==> config.mk <==
export PLATFORM = sky130hd
export DESIGN_NAME = regex_cpu_pipelined_flat
export DESIGN_NICKNAME = d
export VERILOG_FILES = /design/src/rtl/regex_cpu_pipelined_pkg.sv /design/src/rtl/regex_cpu_pipelined_if.sv /design/src/rtl/regex_cpu_pipelined_fifo.sv /design/src/rtl/regex_cpu_pipelined.sv /design/src/flat_wrapper.sv
export SDC_FILE = /design/constraint.sdc
export NUM_CORES = 1
export LEC_CHECK = 0
export BUFFER_PORTS_ARGS = -buffer_cell sky130_fd_sc_hd__buf_2
export CORE_UTILIZATION = 25
export CTS_CLUSTER_SIZE = 28
export DETAILED_ROUTE_END_ITERATION = 10
export SETUP_SLACK_MARGIN = 0.1
export SLEW_MARGIN = 5
export SYNTH_ARGS = -nofsm -noshare
export SYNTH_HDL_FRONTEND = slang
export SYNTH_SLANG_ARGS = --single-unit
==> constraint.sdc <==
create_clock -name clk -period 4.1 [get_ports clk]
set_input_delay 0.205 -clock clk [delete_from_list [all_inputs] [get_ports clk]]
set_output_delay 0.205 -clock clk [all_outputs]
set_load 0.1 [all_outputs]
==> src/rtl/regex_cpu_pipelined_pkg.sv <==
// Shared types for the pipelined regex CPU: opcode encoding and execute-stage state.
package regex_cpu_pipelined_pkg;

  localparam int OPCODE_WIDTH = 3;

  typedef enum logic [OPCODE_WIDTH-1:0] {
    OP_MATCH                 = 3'd0,
    OP_NOT_MATCH             = 3'd1,
    OP_MATCH_ANY             = 3'd2,
    OP_JMP                   = 3'd3,
    OP_SPLIT                 = 3'd4,
    OP_ACCEPT                = 3'd5,
    OP_ACCEPT_PARTIAL        = 3'd6,
    OP_END_WITHOUT_ACCEPTING = 3'd7
  } opcode_e;

  typedef enum logic {
    EX_FIRST        = 1'b0,
    EX_SPLIT_SECOND = 1'b1
  } exec_state_e;

  // Operand field width left after the opcode is peeled off the instruction word.
  function automatic int instruction_data_width(input int memory_width);
    return memory_width - OPCODE_WIDTH;
  endfunction

endpackage

==> src/rtl/regex_cpu_pipelined_if.sv <==
// Thread-in, program-fetch, thread-out and status signals of the pipelined regex CPU.
// slave = the CPU itself, master = scheduler / memory arbiter side.
interface regex_cpu_pipelined_if #(
  parameter int PC_WIDTH          = 9,
  parameter int CC_ID_BITS        = 2,
  parameter int CHARACTER_WIDTH   = 8,
  parameter int MEMORY_WIDTH      = 16,
  parameter int MEMORY_ADDR_WIDTH = 11
);
  logic [(2**CC_ID_BITS)*CHARACTER_WIDTH-1:0] current_characters;
  logic [2**CC_ID_BITS-1:0]                   end_of_string;

  logic                         input_pc_valid;
  logic                         input_pc_ready;
  logic [PC_WIDTH-1:0]          input_pc;
  logic [CC_ID_BITS-1:0]        input_cc_id;

  logic                         memory_valid;
  logic                         memory_ready;
  logic [MEMORY_ADDR_WIDTH-1:0] memory_addr;
  logic [MEMORY_WIDTH-1:0]      memory_data;

  logic                         output_pc_valid;
  logic                         output_pc_ready;
  logic [PC_WIDTH-1:0]          output_pc;
  logic [CC_ID_BITS-1:0]        output_cc_id;

  logic                         accepts;
  logic [CC_ID_BITS-1:0]        accepts_cc_id;
  logic                         busy;

  modport slave (
    input  current_characters, end_of_string,
    input  input_pc_valid, input_pc, input_cc_id,
    output input_pc_ready,
    output memory_valid, memory_addr,
    input  memory_ready, memory_data,
    output output_pc_valid, output_pc, output_cc_id,
    input  output_pc_ready,
    output accepts, accepts_cc_id, busy
  );

  modport master (
    output current_characters, end_of_string,
    output input_pc_valid, input_pc, input_cc_id,
    input  input_pc_ready,
    input  memory_valid, memory_addr,
    output memory_ready, memory_data,
    input  output_pc_valid, output_pc, output_cc_id,
    output output_pc_ready,
    input  accepts, accepts_cc_id, busy
  );
endinterface

==> src/rtl/regex_cpu_pipelined_fifo.sv <==
// Small synchronous FIFO used for the in-order tag and instruction return queues.
module regex_cpu_fifo #(
  parameter int WIDTH = 8,
  parameter int DEPTH = 4
) (
  input  logic             clk,
  input  logic             rst,
  input  logic             push,
  input  logic [WIDTH-1:0] push_data,
  input  logic             pop,
  output logic [WIDTH-1:0] pop_data,
  output logic             full,
  output logic             empty
);
  localparam int AW = $clog2(DEPTH);

  logic [WIDTH-1:0] mem [DEPTH];
  logic [AW:0]      wr_ptr;
  logic [AW:0]      rd_ptr;

  // Pointers carry an extra wrap bit so full and empty are distinguishable.
  always_ff @(posedge clk or posedge rst) begin
    if (rst) begin
      wr_ptr <= '0;
      rd_ptr <= '0;
    end else begin
      if (push && !full) wr_ptr <= wr_ptr + 1'b1;
      if (pop && !empty) rd_ptr <= rd_ptr + 1'b1;
    end
  end

  // Storage needs no reset; entries are only read once written.
  always_ff @(posedge clk) begin
    if (push && !full) mem[wr_ptr[AW-1:0]] <= push_data;
  end

  assign empty    = (wr_ptr == rd_ptr);
  assign full     = (wr_ptr[AW] != rd_ptr[AW]) && (wr_ptr[AW-1:0] == rd_ptr[AW-1:0]);
  assign pop_data = mem[rd_ptr[AW-1:0]];
endmodule

==> src/rtl/regex_cpu_pipelined.sv <==
// Pipelined regex CPU: fetch register -> memory -> in-order return queues -> execute -> output register.
// Credits bound the number of threads between input handshake and retirement to MAX_INFLIGHT.
//
//   state           | meaning
//   EX_FIRST        | executing a fresh head instruction (or first half of a SPLIT)
//   EX_SPLIT_SECOND | SPLIT first successor issued, second (jump target) still owed
module regex_cpu_pipelined
  import regex_cpu_pipelined_pkg::*;
#(
  parameter int PC_WIDTH          = 9,
  parameter int CC_ID_BITS        = 2,
  parameter int CHARACTER_WIDTH   = 8,
  parameter int MEMORY_WIDTH      = 16,
  parameter int MEMORY_ADDR_WIDTH = 11,
  parameter int MEM_LATENCY       = 1,
  parameter int MAX_INFLIGHT      = 4
) (
  input logic                  clk,
  input logic                  rst,
  regex_cpu_pipelined_if.slave bus
);
  localparam int INSTRUCTION_DATA_WIDTH = instruction_data_width(MEMORY_WIDTH);
  localparam int COUNT_WIDTH            = $clog2(MAX_INFLIGHT) + 1;
  localparam int TAG_WIDTH              = PC_WIDTH + CC_ID_BITS;

  logic                              input_hs, memory_hs, output_hs;
  logic                              req_pending;
  logic [PC_WIDTH-1:0]               req_pc;
  logic [CC_ID_BITS-1:0]             req_cc_id;
  logic [MEM_LATENCY-1:0]            data_valid_dly;
  logic [COUNT_WIDTH-1:0]            credit_count;

  logic [TAG_WIDTH-1:0]              tag_head;
  logic                              tag_full, tag_empty, data_full, data_empty;
  logic [MEMORY_WIDTH-1:0]           head_word;
  logic                              head_valid;
  logic [PC_WIDTH-1:0]               head_pc;
  logic [CC_ID_BITS-1:0]             head_cc;
  opcode_e                           opcode;
  logic [INSTRUCTION_DATA_WIDTH-1:0] instr_data;
  logic [CHARACTER_WIDTH-1:0]        head_char;
  logic                              head_eos;

  exec_state_e                       exec_state, exec_state_next;
  logic                              out_free, want_emit, accept_cond;
  logic                              exec_emit, exec_pop, exec_accept;
  logic [PC_WIDTH-1:0]               emit_pc;
  logic [CC_ID_BITS-1:0]             emit_cc;
  logic                              emit_last;
  logic                              retire_out, retire_exec;

  logic                              out_valid, out_last;
  logic [PC_WIDTH-1:0]               out_pc;
  logic [CC_ID_BITS-1:0]             out_cc;
  logic                              accepts_q;
  logic [CC_ID_BITS-1:0]             accepts_cc_q;
  logic                              unused_ok;

  assign bus.input_pc_ready = !rst && (credit_count < COUNT_WIDTH'(MAX_INFLIGHT))
                              && (!req_pending || bus.memory_ready);
  assign input_hs  = bus.input_pc_valid && bus.input_pc_ready;
  assign memory_hs = req_pending && bus.memory_ready;
  assign output_hs = out_valid && bus.output_pc_ready;

  assign bus.memory_valid = req_pending;
  assign bus.memory_addr  = MEMORY_ADDR_WIDTH'(req_pc);

  // Fetch register: holds one request stable until memory takes it.
  always_ff @(posedge clk or posedge rst) begin
    if (rst) begin
      req_pending <= 1'b0;
      req_pc      <= '0;
      req_cc_id   <= '0;
    end else if (input_hs) begin
      req_pending <= 1'b1;
      req_pc      <= bus.input_pc;
      req_cc_id   <= bus.input_cc_id;
    end else if (memory_hs) begin
      req_pending <= 1'b0;
    end
  end

  // Valid delay line marks the cycle memory_data belongs to an accepted fetch; cleared data is dropped.
  always_ff @(posedge clk or posedge rst) begin
    if (rst) begin
      data_valid_dly <= '0;
    end else begin
      data_valid_dly[0] <= memory_hs;
      for (int i = 1; i < MEM_LATENCY; i++) data_valid_dly[i] <= data_valid_dly[i-1];
    end
  end

  regex_cpu_fifo #(.WIDTH(TAG_WIDTH), .DEPTH(MAX_INFLIGHT)) u_tag_fifo (
    .clk(clk), .rst(rst),
    .push(memory_hs), .push_data({req_pc, req_cc_id}),
    .pop(exec_pop), .pop_data(tag_head),
    .full(tag_full), .empty(tag_empty)
  );

  regex_cpu_fifo #(.WIDTH(MEMORY_WIDTH), .DEPTH(MAX_INFLIGHT)) u_data_fifo (
    .clk(clk), .rst(rst),
    .push(data_valid_dly[MEM_LATENCY-1]), .push_data(bus.memory_data),
    .pop(exec_pop), .pop_data(head_word),
    .full(data_full), .empty(data_empty)
  );

  assign head_valid = !tag_empty && !data_empty;
  assign head_pc    = tag_head[TAG_WIDTH-1 -: PC_WIDTH];
  assign head_cc    = tag_head[CC_ID_BITS-1:0];
  assign opcode     = opcode_e'(head_word[MEMORY_WIDTH-1 -: OPCODE_WIDTH]);
  assign instr_data = head_word[INSTRUCTION_DATA_WIDTH-1:0];
  assign head_char  = bus.current_characters[head_cc*CHARACTER_WIDTH +: CHARACTER_WIDTH];
  assign head_eos   = bus.end_of_string[head_cc];
  assign out_free   = !out_valid || bus.output_pc_ready;
  assign unused_ok  = ^{instr_data, tag_full, data_full};

  // Execute state register.
  always_ff @(posedge clk or posedge rst) begin
    if (rst) exec_state <= EX_FIRST;
    else     exec_state <= exec_state_next;
  end

  // Next state: a SPLIT toggles between its two issues whenever the output register can take one.
  always_comb begin
    exec_state_next = exec_state;
    if (head_valid && opcode == OP_SPLIT && out_free)
      exec_state_next = (exec_state == EX_FIRST) ? EX_SPLIT_SECOND : EX_FIRST;
  end

  // Decode/execute outputs; drops and accepts retire without waiting on the output register.
  always_comb begin
    want_emit   = 1'b0;
    accept_cond = 1'b0;
    emit_pc     = head_pc + 1'b1;
    emit_cc     = head_cc;
    emit_last   = 1'b1;
    case (opcode)
      OP_MATCH: begin
        want_emit = !head_eos && (head_char == instr_data[CHARACTER_WIDTH-1:0]);
        emit_cc   = head_cc + 1'b1;
      end
      OP_NOT_MATCH: want_emit = !head_eos && (head_char != instr_data[CHARACTER_WIDTH-1:0]);
      OP_MATCH_ANY: begin
        want_emit = !head_eos;
        emit_cc   = head_cc + 1'b1;
      end
      OP_JMP: begin
        want_emit = 1'b1;
        emit_pc   = instr_data[PC_WIDTH-1:0];
      end
      OP_SPLIT: begin
        want_emit = 1'b1;
        if (exec_state == EX_SPLIT_SECOND) emit_pc = instr_data[PC_WIDTH-1:0];
        else                               emit_last = 1'b0;
      end
      OP_ACCEPT:         accept_cond = head_eos;
      OP_ACCEPT_PARTIAL: accept_cond = 1'b1;
      default: ;
    endcase
    exec_emit   = head_valid && want_emit && out_free;
    exec_pop    = head_valid && (want_emit ? (out_free && emit_last) : 1'b1);
    exec_accept = head_valid && accept_cond;
  end

  assign retire_out  = output_hs && out_last;
  assign retire_exec = exec_pop && !want_emit;

  // Credit counter: +1 per accepted thread, -1 per retirement path active this cycle.
  always_ff @(posedge clk or posedge rst) begin
    if (rst) credit_count <= '0;
    else     credit_count <= credit_count + COUNT_WIDTH'(input_hs)
                             - COUNT_WIDTH'(retire_out) - COUNT_WIDTH'(retire_exec);
  end

  // Output register and accept pulse.
  always_ff @(posedge clk or posedge rst) begin
    if (rst) begin
      out_valid    <= 1'b0;
      out_pc       <= '0;
      out_cc       <= '0;
      out_last     <= 1'b0;
      accepts_q    <= 1'b0;
      accepts_cc_q <= '0;
    end else begin
      if (exec_emit) begin
        out_valid <= 1'b1;
        out_pc    <= emit_pc;
        out_cc    <= emit_cc;
        out_last  <= emit_last;
      end else if (bus.output_pc_ready) begin
        out_valid <= 1'b0;
      end
      accepts_q <= exec_accept;
      if (exec_accept) accepts_cc_q <= head_cc;
    end
  end

  assign bus.output_pc_valid = out_valid;
  assign bus.output_pc       = out_pc;
  assign bus.output_cc_id    = out_cc;
  assign bus.accepts         = accepts_q;
  assign bus.accepts_cc_id   = accepts_cc_q;
  assign bus.busy            = (credit_count != '0) || out_valid;
endmodule

==> src/flat_wrapper.sv <==
// flat-port wrapper written by rule: the top's interface ports become plain ports
module regex_cpu_pipelined_flat import regex_cpu_pipelined_pkg::*;
#(
  parameter int PC_WIDTH          = 9,
  parameter int CC_ID_BITS        = 2,
  parameter int CHARACTER_WIDTH   = 8,
  parameter int MEMORY_WIDTH      = 16,
  parameter int MEMORY_ADDR_WIDTH = 11,
  parameter int MEM_LATENCY       = 1,
  parameter int MAX_INFLIGHT      = 4
)
  (clk, rst, bus_current_characters, bus_end_of_string, bus_input_pc_valid, bus_input_pc, bus_input_cc_id, bus_input_pc_ready, bus_memory_valid, bus_memory_addr, bus_memory_ready, bus_memory_data, bus_output_pc_valid, bus_output_pc, bus_output_cc_id, bus_output_pc_ready, bus_accepts, bus_accepts_cc_id, bus_busy);
  regex_cpu_pipelined_if #(.PC_WIDTH(PC_WIDTH), .CC_ID_BITS(CC_ID_BITS), .CHARACTER_WIDTH(CHARACTER_WIDTH), .MEMORY_WIDTH(MEMORY_WIDTH), .MEMORY_ADDR_WIDTH(MEMORY_ADDR_WIDTH)) bus_i ();
  input logic clk;
  input logic rst;
  input wire logic [$bits(bus_i.current_characters)-1:0] bus_current_characters;
  input wire logic [$bits(bus_i.end_of_string)-1:0] bus_end_of_string;
  input wire logic [$bits(bus_i.input_pc_valid)-1:0] bus_input_pc_valid;
  input wire logic [$bits(bus_i.input_pc)-1:0] bus_input_pc;
  input wire logic [$bits(bus_i.input_cc_id)-1:0] bus_input_cc_id;
  output wire logic [$bits(bus_i.input_pc_ready)-1:0] bus_input_pc_ready;
  output wire logic [$bits(bus_i.memory_valid)-1:0] bus_memory_valid;
  output wire logic [$bits(bus_i.memory_addr)-1:0] bus_memory_addr;
  input wire logic [$bits(bus_i.memory_ready)-1:0] bus_memory_ready;
  input wire logic [$bits(bus_i.memory_data)-1:0] bus_memory_data;
  output wire logic [$bits(bus_i.output_pc_valid)-1:0] bus_output_pc_valid;
  output wire logic [$bits(bus_i.output_pc)-1:0] bus_output_pc;
  output wire logic [$bits(bus_i.output_cc_id)-1:0] bus_output_cc_id;
  input wire logic [$bits(bus_i.output_pc_ready)-1:0] bus_output_pc_ready;
  output wire logic [$bits(bus_i.accepts)-1:0] bus_accepts;
  output wire logic [$bits(bus_i.accepts_cc_id)-1:0] bus_accepts_cc_id;
  output wire logic [$bits(bus_i.busy)-1:0] bus_busy;
  assign bus_i.current_characters = bus_current_characters;
  assign bus_i.end_of_string = bus_end_of_string;
  assign bus_i.input_pc_valid = bus_input_pc_valid;
  assign bus_i.input_pc = bus_input_pc;
  assign bus_i.input_cc_id = bus_input_cc_id;
  assign bus_input_pc_ready = bus_i.input_pc_ready;
  assign bus_memory_valid = bus_i.memory_valid;
  assign bus_memory_addr = bus_i.memory_addr;
  assign bus_i.memory_ready = bus_memory_ready;
  assign bus_i.memory_data = bus_memory_data;
  assign bus_output_pc_valid = bus_i.output_pc_valid;
  assign bus_output_pc = bus_i.output_pc;
  assign bus_output_cc_id = bus_i.output_cc_id;
  assign bus_i.output_pc_ready = bus_output_pc_ready;
  assign bus_accepts = bus_i.accepts;
  assign bus_accepts_cc_id = bus_i.accepts_cc_id;
  assign bus_busy = bus_i.busy;
  regex_cpu_pipelined #(.PC_WIDTH(PC_WIDTH), .CC_ID_BITS(CC_ID_BITS), .CHARACTER_WIDTH(CHARACTER_WIDTH), .MEMORY_WIDTH(MEMORY_WIDTH), .MEMORY_ADDR_WIDTH(MEMORY_ADDR_WIDTH), .MEM_LATENCY(MEM_LATENCY), .MAX_INFLIGHT(MAX_INFLIGHT)) u_core (.clk(clk), .rst(rst), .bus(bus_i));
endmodule
==> summary.md, run 1 <==
| Metric | Value |
|---|---|
| Status | `complete, no violations` |
| Core Area | `23680 sq um` |
| Fraction of layout cells with a size suffix above 1 | `roughly 33%` |
| DR vias/cell | `4.224` |
| Routed WL | `roughly 13 mm` |
| Final hold violation count | `0` |
| Clk root buf | `clkbuf_16` |
| Sequential share of the synthesized area | `63.82%` |
| HP Class | `primary input to asynchronous set/reset pin` |
| Worst Tran Pin Value | `0.9948 ns` |
| RSZ-0062 raised after global routing | `false` |
| Top cell type's share of synthesized area | `45.34%` |
| Mapped cell area | `around 6100 sq um` |
| Clk_lat worst skew | `0.42 ns` |
| Area Growth Syn to Fin | `27.52%` |
| Avg Synthesized Cell Area | `15.43 sq um` |
| DP Worst Slack | `0.02650 ns` |
| R2r endpoint | `u_core.credit_count[2]$_DFF_PP0_` |
| Met2 usage | `19.38%` |
| Std-Cell Rows | `56` |
| GR Overflow Total | `0` |
| Most used DFF post-synth | `edfxtp_1` |
| GR Layer Usage met3 | `4.216%` |
| Input/output buffers | `90` |
| Synth warn | `0` |
| Critical Path RT | `4.44 ns` |
| Num ports | `97` |
| Post-synth top cells | `edfxtp_1, dfrtp_1, nand2_1` |
| Period Utilization, post-route | `92.99%` |
| CTS tree | `built` |
| Busiest layer in global routing | `met2` |
| Max Cap Viol | `0` |
| Multi-input logic area | `2091 sq um` |
| P per Cell Area | `891.6 nW/um^2` |
| LEAKAGE | `3.123 nW` |
| R2r worst-path depth | `15` |
| Design area | `7770 sq um` |
| Initial drt markers | `around 270` |
| Die width | `158.1 um` |
| Finish-stage setup viols | `0` |
| Count leader, synth | `edfxtp_1` |
| Crit. End Element | `register` |
| Full die area | `25000 sq um` |
| Ant diodes | `0` |
| Post-Synthesis Cells | `395` |
| Die H | `between 150 and 200 um` |
| Final Net Count | `~610` |
| Final slew viol count | `0` |
| FF+latch area | `3890 sq um` |
| Residual DRC | `0` |
| Minimum clock period | `3.813 ns` |
| H-Tree Depth | `4` |
| Reg2reg setup slack | `0.29 ns` |
| Accumulated negative setup slack | `0 ns` |
| Post-synth EDFFs | `92` |
| GRT Overall Usage | `between 10 and 15%` |
| # clock sinks | `137` |
| Antenna violations before repair | `0` |
| Gpl congestion | `0.8099` |
| Worst reg2reg startpoint | `u_core.u_tag_fifo.rd_ptr[0]$_DFFE_PP0P_` |
| Flops & latches, synth | `137` |
| Peak Freq | `262.3 MHz` |
| ANT nets after route | `0` |
| Placed cell areas | `6920 sq um` |
| Clock skew | `0.007214 ns` |
| Met1 Usage GRT | `12.82%` |
| CP Max Fanout | `18` |
| Worst Path Arrival | `4.16 ns` |
| Vias in the first global route | `~3.9k` |
| Post-DP HPWL | `roughly 9.5 mm` |
| Worst setup margin | `0.2874 ns` |
| Clock buffer depth | `2` |
| Pre-Repair DR Iteration Count | `4` |
| Critical path launch point type | `register` |
| CTS buffer count | `17` |
| First-pass GRT wire length | `between 20 and 25 mm` |
| Initial core utilization | `25.73%` |
| Crit path kind | `register to register` |
| Fin cells | `857` |
| Via count | `3620` |
| WL/cell | `15.47 um` |
| Relative slew slack | `between 30 and 40%` |
| Largest net degree at the start of global routing | `46` |
| Top post-synthesis cells by area | `edfxtp_1, dfrtp_1, mux4_2` |
| DP Cell Count | `about 800` |
| Distinct cells, synth | `between 40 and 50` |
| Max VDD drop | `337.3 uV` |
| Clk slew on worst S/H paths | `about 0.06 ns` |
| Final core occ | `around 33%` |
| Top cell type by total area after synthesis | `edfxtp_1` |
| Fillcell total | `2346` |
| Fraction of registers with async set/reset | `32.85%` |
critical path, cell delays in order, from the launching register on:
cell,delay [ns]
dfrtp_2,0.40
mux4_2,0.54
buf_12,0.19
mux2i_1,0.13
mux2i_1,0.22
xnor2_1,0.15
nand4_1,0.25
buf_4,0.23
nor4_4,0.28
nor3_4,0.09
nand2_1,0.10
fa_1,0.42
ha_1,0.20
ha_1,0.19
xnor2_1,0.17
xnor2_1,0.14
area by class of cell:
cell class	instances	area share, %
Multi-Input combinational cell	230	26.91
Clock buffer	20	5.749
Inverter	14	0.6763
Tap cell	319	5.137
Timing Repair Buffer	125	10.08
Sequential cell	137	50.06
Clock inverter	12	1.385
report_power, final:
group          total [mW]  leakage [nW]  switching (mW)  internal [mW]
Combinational        3.35          1.47            2.14           1.21
Sequential           2.14          1.37           0.273           1.86
Clock                1.45         0.282           0.550          0.896
Total                6.93          3.12            2.96           3.97
worst max-delay path by stage:
stage / start / to / slack [ns] / depth (start not counted)
6_report: u_core.u_tag_fifo.rd_ptr[0]$_DFFE_PP0P_ / u_core.credit_count[2]$_DFF_PP0_ / 0.29 / 15
3_5_place_dp: u_core.u_tag_fifo.rd_ptr[0]$_DFFE_PP0P_ / u_core.credit_count[2]$_DFF_PP0_ / 0.03 / 13
4_1_cts: u_core.u_tag_fifo.rd_ptr[0]$_DFFE_PP0P_ / u_core.credit_count[2]$_DFF_PP0_ / 0.19 / 14
5_1_grt: u_core.u_tag_fifo.rd_ptr[0]$_DFFE_PP0P_ / u_core.credit_count[2]$_DFF_PP0_ / 0.09 / 15
3_3_place_gp: u_core.u_tag_fifo.rd_ptr[0]$_DFFE_PP0P_ / u_core.credit_count[2]$_DFF_PP0_ / 0.13 / 13
2_1_floorplan: u_core.bus.memory_valid$_DFFE_PP0P_ / u_core.credit_count[2]$_DFF_PP0_ / 0.53 / 9
per-stage QoR:
step	hold WS, ns	power [mW]
2_1_floorplan	0.3039	4.755
3_3_place_gp	0.3990	5.359
3_5_place_dp	0.4008	5.460
4_1_cts	0.05834	6.961
5_1_grt	0.09218	7.314
6_report	0.03451	6.928
layer usage:
metal	wire length, um	part of all wire, %
met5	0	0
met1	5523	42
met3	939	7.1
met2	6656	50
met4	140	1.1
cells by family (layout without fill, tap and decap cells):
family | count (synthesis) | in the layout | synth area share, %
XOR/XNOR | 34 | 34 | 4.887
other | 1 | 2 | 0.06154
adder cells (fa/ha/maj) | 15 | 15 | 3.203
buffers and inverters | 29 | 171 | 2.361
flip-flops | 137 | 137 | 63.82
AND/OR/NAND/NOR | 91 | 91 | 6.776
AO/OA/AOI/OAI | 23 | 23 | 2.341
multiplexers | 65 | 65 | 16.55
layout by cell type, fill, tap and decap left out, types with 8 or more instances in the layout:
cell / n
edfxtp_1: 92
buf_2: 90
dfrtp_1: 44
nand2_1: 43
mux2i_1: 25
mux4_2: 23
dlygate4sd3_1: 23
xnor2_1: 20
nor2_1: 19
clkbuf_16: 17
xor2_1: 14
ha_1: 14
inv_1: 13
buf_4: 11
and2_1: 9
mux2_4: 9
a21oi_1: 8
clkinv_2: 8
state kept, by name, indices dropped and copies added, names as in the netlist:
| register | cells |
|---|---|
| u_core.u_data_fifo.mem | 48 |
| u_core.bus.accepts | 1 |
| u_core.req_pc | 9 |
| u_core.out_last | 1 |
| u_core.u_tag_fifo.wr_ptr | 3 |
| u_core.u_tag_fifo.mem | 44 |
| u_core.req_cc_id | 2 |
| u_core.credit_count | 3 |
| u_core.data_valid_dly | 1 |
| u_core.bus.output_pc | 9 |
| u_core.u_tag_fifo.rd_ptr | 3 |
| u_core.bus.output_pc_valid | 1 |
| u_core.bus.memory_valid | 1 |
| u_core.u_data_fifo.wr_ptr | 3 |
| u_core.u_data_fifo.rd_ptr | 3 |
| u_core.bus.accepts_cc_id | 2 |
| u_core.bus.output_cc_id | 2 |
| u_core.exec_state | 1 |
what timing repair did:
action                                 4_1_cts  5_1_grt
hold buffers                                23        0
pin swaps                                    0        3
setup endpoints to repair                    1        1
buffers inserted                             1        3
gates resized for setup                      0        4
gates cloned                                 0        0
endpoints found under the hold margin       58        0
Power figures use the tool's default switching activity.
==> run 2, diff against run 1 <==
--- a/config.mk
+++ b/config.mk
@@ -9,6 +9,7 @@
 export CORE_UTILIZATION = 25
 export CTS_CLUSTER_SIZE = 28
 export DETAILED_ROUTE_END_ITERATION = 10
+export PLACE_DENSITY_LB_ADDON = 0.2
 export SETUP_SLACK_MARGIN = 0.1
 export SLEW_MARGIN = 5
 export SYNTH_ARGS = -nofsm -noshare
==> run 2 against run 1 <==
  * Sequential share of layout area shrank 0.064 points
  * Critical path depth is the same
  * Clock-buffer cell count is 2 lower
  * Clock skew increased by 0.0016 ns
  * Hold slack got worse by 0.017 ns
  * Total power grew 1.7%
  * Worst setup slack improved by 0.016 ns
  * Non-clock buffer count down 4
  * Routed wire length increased by 1.0%
  * Register-to-register slack improved by 0.02 ns
  * Largest cell class unchanged
  * Global-route usage up 0.31 points
  * Core utilization hardly changed
==> summary.md, run 2 (synthesis results as in run 1) <==
| Metric | Value |
|---|---|
| Fillcell total | `2393 (was 2346)` |
| GRT Overall Usage | `11.53% (was 11.22%)` |
| Relative slew slack | `32.57% (was 33.59%)` |
| Final Net Count | `604 (was 608)` |
| Crit path kind | `register to register (unchanged)` |
| Crit. End Element | `register (unchanged)` |
| Hold Path Depth | `1` |
| R2r worst-path depth | `15 (unchanged)` |
| Ant diodes | `0 (unchanged)` |
| Area Growth Syn to Fin | `27.68% (was 27.52%)` |
| Reg2reg setup slack | `0.30 ns (was 0.29 ns)` |
| H-Tree Depth | `4 (unchanged)` |
| Die H | `158.1 um (unchanged)` |
| Post-DP HPWL | `9.571 mm (was 9.538 mm)` |
| CP Cell Sequence | `mux4_2, buf_8, mux2i_2, mux2i_1, xnor2_1, nand4_1, buf_4, nor4_2, nor3_2, nand2_1, fa_1, ha_1, ha_1, xnor2_2, xnor2_1 (was mux4_2, buf_12, mux2i_1, mux2i_1, xnor2_1, nand4_1, buf_4, nor4_4, nor3_4, nand2_1, fa_1, ha_1, ha_1, xnor2_1, xnor2_1)` |
| DR vias/cell | `4.097 (was 4.224)` |
| Gpl congestion | `0.7060 (was 0.8099)` |
| CTS tree | `built (unchanged)` |
| Period Utilization, post-route | `92.61% (was 92.99%)` |
| Clock buffer depth | `2 (unchanged)` |
| Commonest cells after routing, fill and taps aside | `edfxtp_1, buf_2, dfrtp_1 (unchanged)` |
| Final hold violation count | `0 (unchanged)` |
| Initial core utilization | `25.73% (unchanged)` |
| CTS buffer count | `17 (unchanged)` |
| # clock sinks | `137 (unchanged)` |
| Clock skew | `0.008774 ns (was 0.007214 ns)` |
| HP Class | `primary input to register (was primary input to asynchronous set/reset pin)` |
| Die width | `158.1 um (unchanged)` |
| Std-Cell Rows | `56 (unchanged)` |
| Clk_lat worst skew | `0.42 ns (about the same)` |
| Worst setup margin | `0.3030 ns (was 0.2874 ns)` |
| First-pass GRT wire length | `20.67 mm (was 20.25 mm)` |
| Critical path launch point type | `register (unchanged)` |
| Slowest-stage cell, CP | `mux4_2 (unchanged)` |
| Accumulated negative setup slack | `0 ns (unchanged)` |
| CP Max Fanout | `19 (was 18)` |
| Crit path max-delay family | `multiplexers (unchanged)` |
| DP Worst Slack | `0.1414 ns (was 0.02650 ns)` |
| Minimum clock period | `3.797 ns (was 3.813 ns)` |
| Clk slew on worst S/H paths | `0.06 ns (about the same)` |
| Clk root buf | `clkbuf_16 (unchanged)` |
| Finish-stage setup viols | `0 (unchanged)` |
| WL/cell | `15.70 um (was 15.47 um)` |
| Routed WL | `13.40 mm (was 13.26 mm)` |
| Max VDD drop | `391.0 uV (was 337.3 uV)` |
| Final slew viol count | `0 (unchanged)` |
| Status | `complete, no violations (unchanged)` |
| Antenna violations before repair | `0 (unchanged)` |
| Peak Freq | `263.4 MHz (was 262.3 MHz)` |
| GR Overflow Total | `0 (unchanged)` |
| Full die area | `25000 sq um (unchanged)` |
| Slowest cell delay on critical path | `0.53 ns (was 0.54 ns)` |
| Worst hold slack | `0.01747 ns (was 0.03451 ns)` |
| LEAKAGE | `3.107 nW (was 3.123 nW)` |
| Via count | `3495 (was 3620)` |
| Largest net degree at the start of global routing | `46 (unchanged)` |
| Core Area | `23680 sq um (unchanged)` |
| CP Depth | `15 (unchanged)` |
| Worst Path Arrival | `4.10 ns (was 4.16 ns)` |
| Max Cap Viol | `0 (unchanged)` |
| Vias in the first global route | `3779 (was 3870)` |
| P per Cell Area | `905.6 nW/um^2 (was 891.6 nW/um^2)` |
| RSZ-0062 raised after global routing | `false (unchanged)` |
| Most common cell after layout, fill and taps aside | `edfxtp_1 (unchanged)` |
| ANT nets after route | `0 (unchanged)` |
| Worst path buffer plus inverter count | `2 (unchanged)` |
| Num ports | `97 (unchanged)` |
| Input/output buffers | `90 (unchanged)` |
| Initial drt markers | `216 (was 268)` |
| Pre-Repair DR Iteration Count | `4 (unchanged)` |
| Fraction of layout cells with a size suffix above 1 | `33.90% (was 32.71%)` |
| Critical Path RT | `4.40 ns (was 4.44 ns)` |
| Residual DRC | `0 (unchanged)` |
| Max reg flops | `48 (unchanged)` |
| Worst Tran Pin Value | `1.010 ns (was 0.9948 ns)` |
-- run 2: cell count changes in the layout (fill, tap and decap cells not counted), sizes merged --
cell	before	now
dlygate4sd3	23	19
clkbuf	20	18
clkinvlp	0	3
clkinv	10	7
bufinv	2	4
-- run 2: final cells by class --
cell class,instances,area [sq um],area share (%)
inverter,14,52.55,0.6755
clock inverter,14,180.2,2.316
timing repair buffer,121,738.2,9.489
clock buffer,18,429.2,5.516
tap,319,399.1,5.130
multi-input combinational,230,2091,26.87
sequential,137,3890,50.00
-- run 2: through the flow --
step                      power [mW]  instance area [sq um]  instances  util (%)
after global routing           7.470                   7780        853     32.85
after global placement         5.444                   6935        800     29.28
after CTS                      7.102                   7725        850     32.62
after floorplan                4.755                   6102        396         -
final                          7.045                   7780        853     32.85
after detailed placement       5.499                   6935        800     29.28
-- run 2: final timing paths --
path                                                         start                                 endpoint
setup / recovery           u_core.u_tag_fifo.rd_ptr[0]$_DFFE_PP0P_         u_core.credit_count[2]$_DFF_PP0_
hold / removal                                  bus_memory_data[5]   u_core.u_data_fifo.mem[3][5]$_DFFE_PP_
setup reg to reg           u_core.u_tag_fifo.rd_ptr[0]$_DFFE_PP0P_         u_core.credit_count[2]$_DFF_PP0_
hold reg to reg            u_core.u_tag_fifo.wr_ptr[2]$_DFFE_PP0P_  u_core.u_tag_fifo.wr_ptr[2]$_DFFE_PP0P_
max in group asynchronous                                      rst  u_core.u_tag_fifo.rd_ptr[0]$_DFFE_PP0P_
min in group asynchronous                                      rst      u_core.bus.memory_valid$_DFFE_PP0P_
-- run 2: timing repair --
| action | 4_1_cts | 5_1_grt |
|---|---|---|
| endpoints found under the setup margin | 0 | 1 |
| hold buffers | 18 | 1 |
| endpoints found under the hold margin | 39 | 4 |
| gates resized for setup | 0 | 7 |
| buffers inserted | 0 | 2 |
-- run 2: routing by layer --
layer	track usage, %	vias to the layer above	wire (um)
li1	-	1702	-
met1	13.61	1705	5964
met2	20.03	82	6756
met3	3.230	6	534
met4	3.846	0	141
met5	0	-	0
-- run 2: power by group --
part / internal (mW) / leakage (nW) / switching [mW]
combinational: 1.20 / 1.44 / 2.13
sequential: 1.86 / 1.37 / 0.277
clock: 1.01 / 0.293 / 0.564
total: 4.08 / 3.11 / 2.97
==> run 3, diff against run 2 <==
==> constraint.sdc (replaced) <==
create_clock -name clk -period 3.05 [get_ports clk]
set_input_delay 0.1525 -clock clk [delete_from_list [all_inputs] [get_ports clk]]
set_output_delay 0.1525 -clock clk [all_outputs]
set_load 0.1 [all_outputs]
==> run 3 against run 2 <==
  * The run now ends with negative setup slack left
  * Largest power group unchanged
  * Worst setup slack got worse by 0.88 ns
  * Combinational power rose by 61%
  * Total power rose by 47%
  * Final cell count rose by 5.0%
  * Sequential share of layout area fell by 3.1 points
  * Die area did not move
  * Largest cell class unchanged
==> summary.md, run 3 (synthesis results as in run 1) <==
| Metric | Value |
|---|---|
| CTS buffer count | `17 (unchanged)` |
| Period Utilization, post-route | `118.8% (was 92.61%)` |
| Final hold violation count | `0 (unchanged)` |
| Largest net degree at the start of global routing | `46 (unchanged)` |
| LEAKAGE | `3.327 nW (was 3.107 nW)` |
| Std-Cell Rows | `56 (unchanged)` |
| Num ports | `97 (unchanged)` |
| Commonest cells after routing, fill and taps aside | `edfxtp_1, buf_2, buf_4 (was edfxtp_1, buf_2, dfrtp_1)` |
| Final Net Count | `647 (was 604)` |
| RSZ-0062 raised after global routing | `true (was false)` |
| HP Class | `primary input to asynchronous set/reset pin (was primary input to register)` |
| Gpl congestion | `0.7649 (was 0.7060)` |
| DR vias/cell | `4.112 (was 4.097)` |
| Clock buffer depth | `2 (unchanged)` |
| Max Cap Viol | `0 (unchanged)` |
| Worst Tran Pin Value | `1.037 ns (was 1.010 ns)` |
| # clock sinks | `137 (unchanged)` |
| GR Overflow Total | `0 (unchanged)` |
| P per Cell Area | `1245 nW/um^2 (was 905.6 nW/um^2)` |
| Max reg flops | `48 (unchanged)` |
| Final core occ | `35.00% (was 32.85%)` |
| Core Area | `23680 sq um (unchanged)` |
| Vias in the first global route | `3871 (was 3779)` |
| Worst setup margin | `-0.5733 ns (was 0.3030 ns)` |
| Worst Path Arrival | `3.93 ns (was 4.10 ns)` |
| Input/output buffers | `90 (unchanged)` |
| Clk slew on worst S/H paths | `0.06 ns (about the same)` |
| Routed WL | `14.30 mm (was 13.40 mm)` |
| DP Cell Count | `836 (was 800)` |
| Full die area | `25000 sq um (unchanged)` |
| Area Growth Syn to Fin | `36.04% (was 27.68%)` |
| Critical path launch point type | `register (unchanged)` |
| FF+latch area | `3889 sq um (was 3890 sq um)` |
| Antenna violations before repair | `0 (unchanged)` |
| Fillcell total | `2371 (was 2393)` |
| Max VDD drop | `679.0 uV (was 391.0 uV)` |
| Clock skew | `0.009568 ns (was 0.008774 ns)` |
| Initial core utilization | `25.73% (unchanged)` |
| Fraction of layout cells with a size suffix above 1 | `40.73% (was 33.90%)` |
| Finish-stage setup viols | `20 (was 0)` |
| Relative slew slack | `30.79% (was 32.57%)` |
| Comb pwr share | `51.9% (was 47.3%)` |
| Clk_lat worst skew | `0.42 ns (about the same)` |
| WL/cell | `15.96 um (was 15.70 um)` |
| ANT nets after route | `0 (unchanged)` |
| Ant diodes | `0 (unchanged)` |
| Multi-input logic area | `2233 sq um (was 2091 sq um)` |
| Crit. End Element | `register (unchanged)` |
| Die H | `158.1 um (unchanged)` |
| Via count | `3684 (was 3495)` |
| Crit path kind | `register to register (unchanged)` |
| CTS tree | `built (unchanged)` |
| Peak Freq | `276.0 MHz (was 263.4 MHz)` |
| Switching part of the total power | `41.42% (was 42.16%)` |
| Clock Power Share | `20.7% (was 22.3%)` |
| P_sw | `4.275 mW (was 2.970 mW)` |
| Status | `finished with violations (was complete, no violations)` |
| Internal Power | `6.046 mW (was 4.075 mW)` |
| Most common cell after layout, fill and taps aside | `edfxtp_1 (unchanged)` |
| Fin cells | `896 (was 853)` |
| Minimum clock period | `3.623 ns (was 3.797 ns)` |
| Pre-Repair DR Iteration Count | `4 (unchanged)` |
| Critical Path RT | `3.35 ns (was 4.40 ns)` |
| Post-DP HPWL | `10.26 mm (was 9.571 mm)` |
| CP Max Fanout | `20 (was 19)` |
| Failing checks | `negative setup slack` |
| GRT Overall Usage | `12.21% (was 11.53%)` |
| Residual DRC | `0 (unchanged)` |
| Seq pwr share | `27.4% (was 30.4%)` |
| Accumulated negative setup slack | `-3.726 ns (was 0 ns)` |
| H-Tree Depth | `4 (unchanged)` |
| Final slew viol count | `0 (unchanged)` |
| Die width | `158.1 um (unchanged)` |
| First-pass GRT wire length | `21.91 mm (was 20.67 mm)` |
| Clk root buf | `clkbuf_16 (unchanged)` |
| Initial drt markers | `149 (was 216)` |
## run 3: cell count changes in the layout (fill, tap and decap cells not counted), moves of 3 or more
| cell | before | now |
|---|---|---|
| dlygate4sd3_1 | 19 | 23 |
| ha_4 | 0 | 3 |
| mux2i_1 | 23 | 16 |
| mux2i_4 | 0 | 4 |
| ha_1 | 14 | 11 |
| buf_4 | 11 | 47 |
| buf_12 | 0 | 3 |
| mux2i_2 | 2 | 5 |
## run 3: worst paths after layout
check,from,to,slack (ns),depth (start not counted)
setup reg to reg,u_core.u_tag_fifo.rd_ptr[0]$_DFFE_PP0P_,u_core.credit_count[2]$_DFF_PP0_,-0.57,15
setup / recovery,u_core.u_tag_fifo.rd_ptr[0]$_DFFE_PP0P_,u_core.credit_count[2]$_DFF_PP0_,-0.57,15
hold reg to reg,u_core.u_tag_fifo.wr_ptr[2]$_DFFE_PP0P_,u_core.u_tag_fifo.wr_ptr[2]$_DFFE_PP0P_,0.49,1
hold / removal,rst,u_core.credit_count[2]$_DFF_PP0_,0.01,2
max in group asynchronous,rst,u_core.bus.accepts_cc_id[1]$_DFFE_PP0P_,2.40,2
min in group clk,bus_memory_ready,u_core.data_valid_dly$_DFF_PP0_,0.03,2
## run 3: power by group through the flow
stage	combinational [mW]	clock (mW)	sequential [mW]
floorplan	2.45	0	3.97
global placement	4.95	0	2.86
detailed placement	5.00	0	2.88
CTS	5.25	2.17	2.84
global route	5.77	2.25	2.90
finish	5.36	2.13	2.83
## run 3: area by class of cell
class / count / area share, %
flip-flops and latches: 137 / 46.91
multi-input cells: 230 / 26.94
repair buffers: 164 / 13.33
clock buffers: 18 / 5.177
well taps: 319 / 4.815
clock inverters: 14 / 2.189
inverters: 14 / 0.6340
## run 3: routing by layer
metal | up-vias | track usage [%] | wire [um]
li1 | 1783 | - | -
met1 | 1808 | 15.91 | 6680
met2 | 78 | 19.76 | 6860
met3 | 15 | 2.820 | 547
met4 | 0 | 4.396 | 214
met5 | - | 0 | 0
## run 3: what timing repair did
| item | 4_1_cts | 5_1_grt |
|---|---|---|
| hold buffers | 23 | 0 |
| pin swaps | 4 | 4 |
| buffers inserted | 5 | 0 |
| gates resized for setup | 13 | 18 |
| hold endpoints to repair | 59 | 0 |
| endpoints found under the setup margin | 21 | 21 |
## run 3: stage by stage
step           worst slack [ns]  instance area, sq um  hold slack [ns]  total power [mW]
5_1_grt                 -0.6845                  8289          0.04596             10.91
6_report                -0.5733                  8289          0.01211             10.32
2_1_floorplan           -0.3936                  6118           0.2514             6.418
3_3_place_gp            -0.5333                  7252           0.3414             7.811
4_1_cts                 -0.5313                  8194          0.02540             10.26
3_5_place_dp            -0.6545                  7252           0.3448             7.884
## run 3: critical path, stage by stage, from the launching register on
cell     delay [ns]
dfrtp_1        0.38
mux4_2         0.54
buf_12         0.19
mux2i_2        0.25
mux2i_4        0.10
xnor2_1        0.15
nand4_1        0.19
buf_4          0.20
nor4_4         0.27
nor3_4         0.09
nand2_2        0.08
fa_2           0.45
ha_4           0.18
ha_4           0.15
xnor2_2        0.13
xnor2_1        0.13
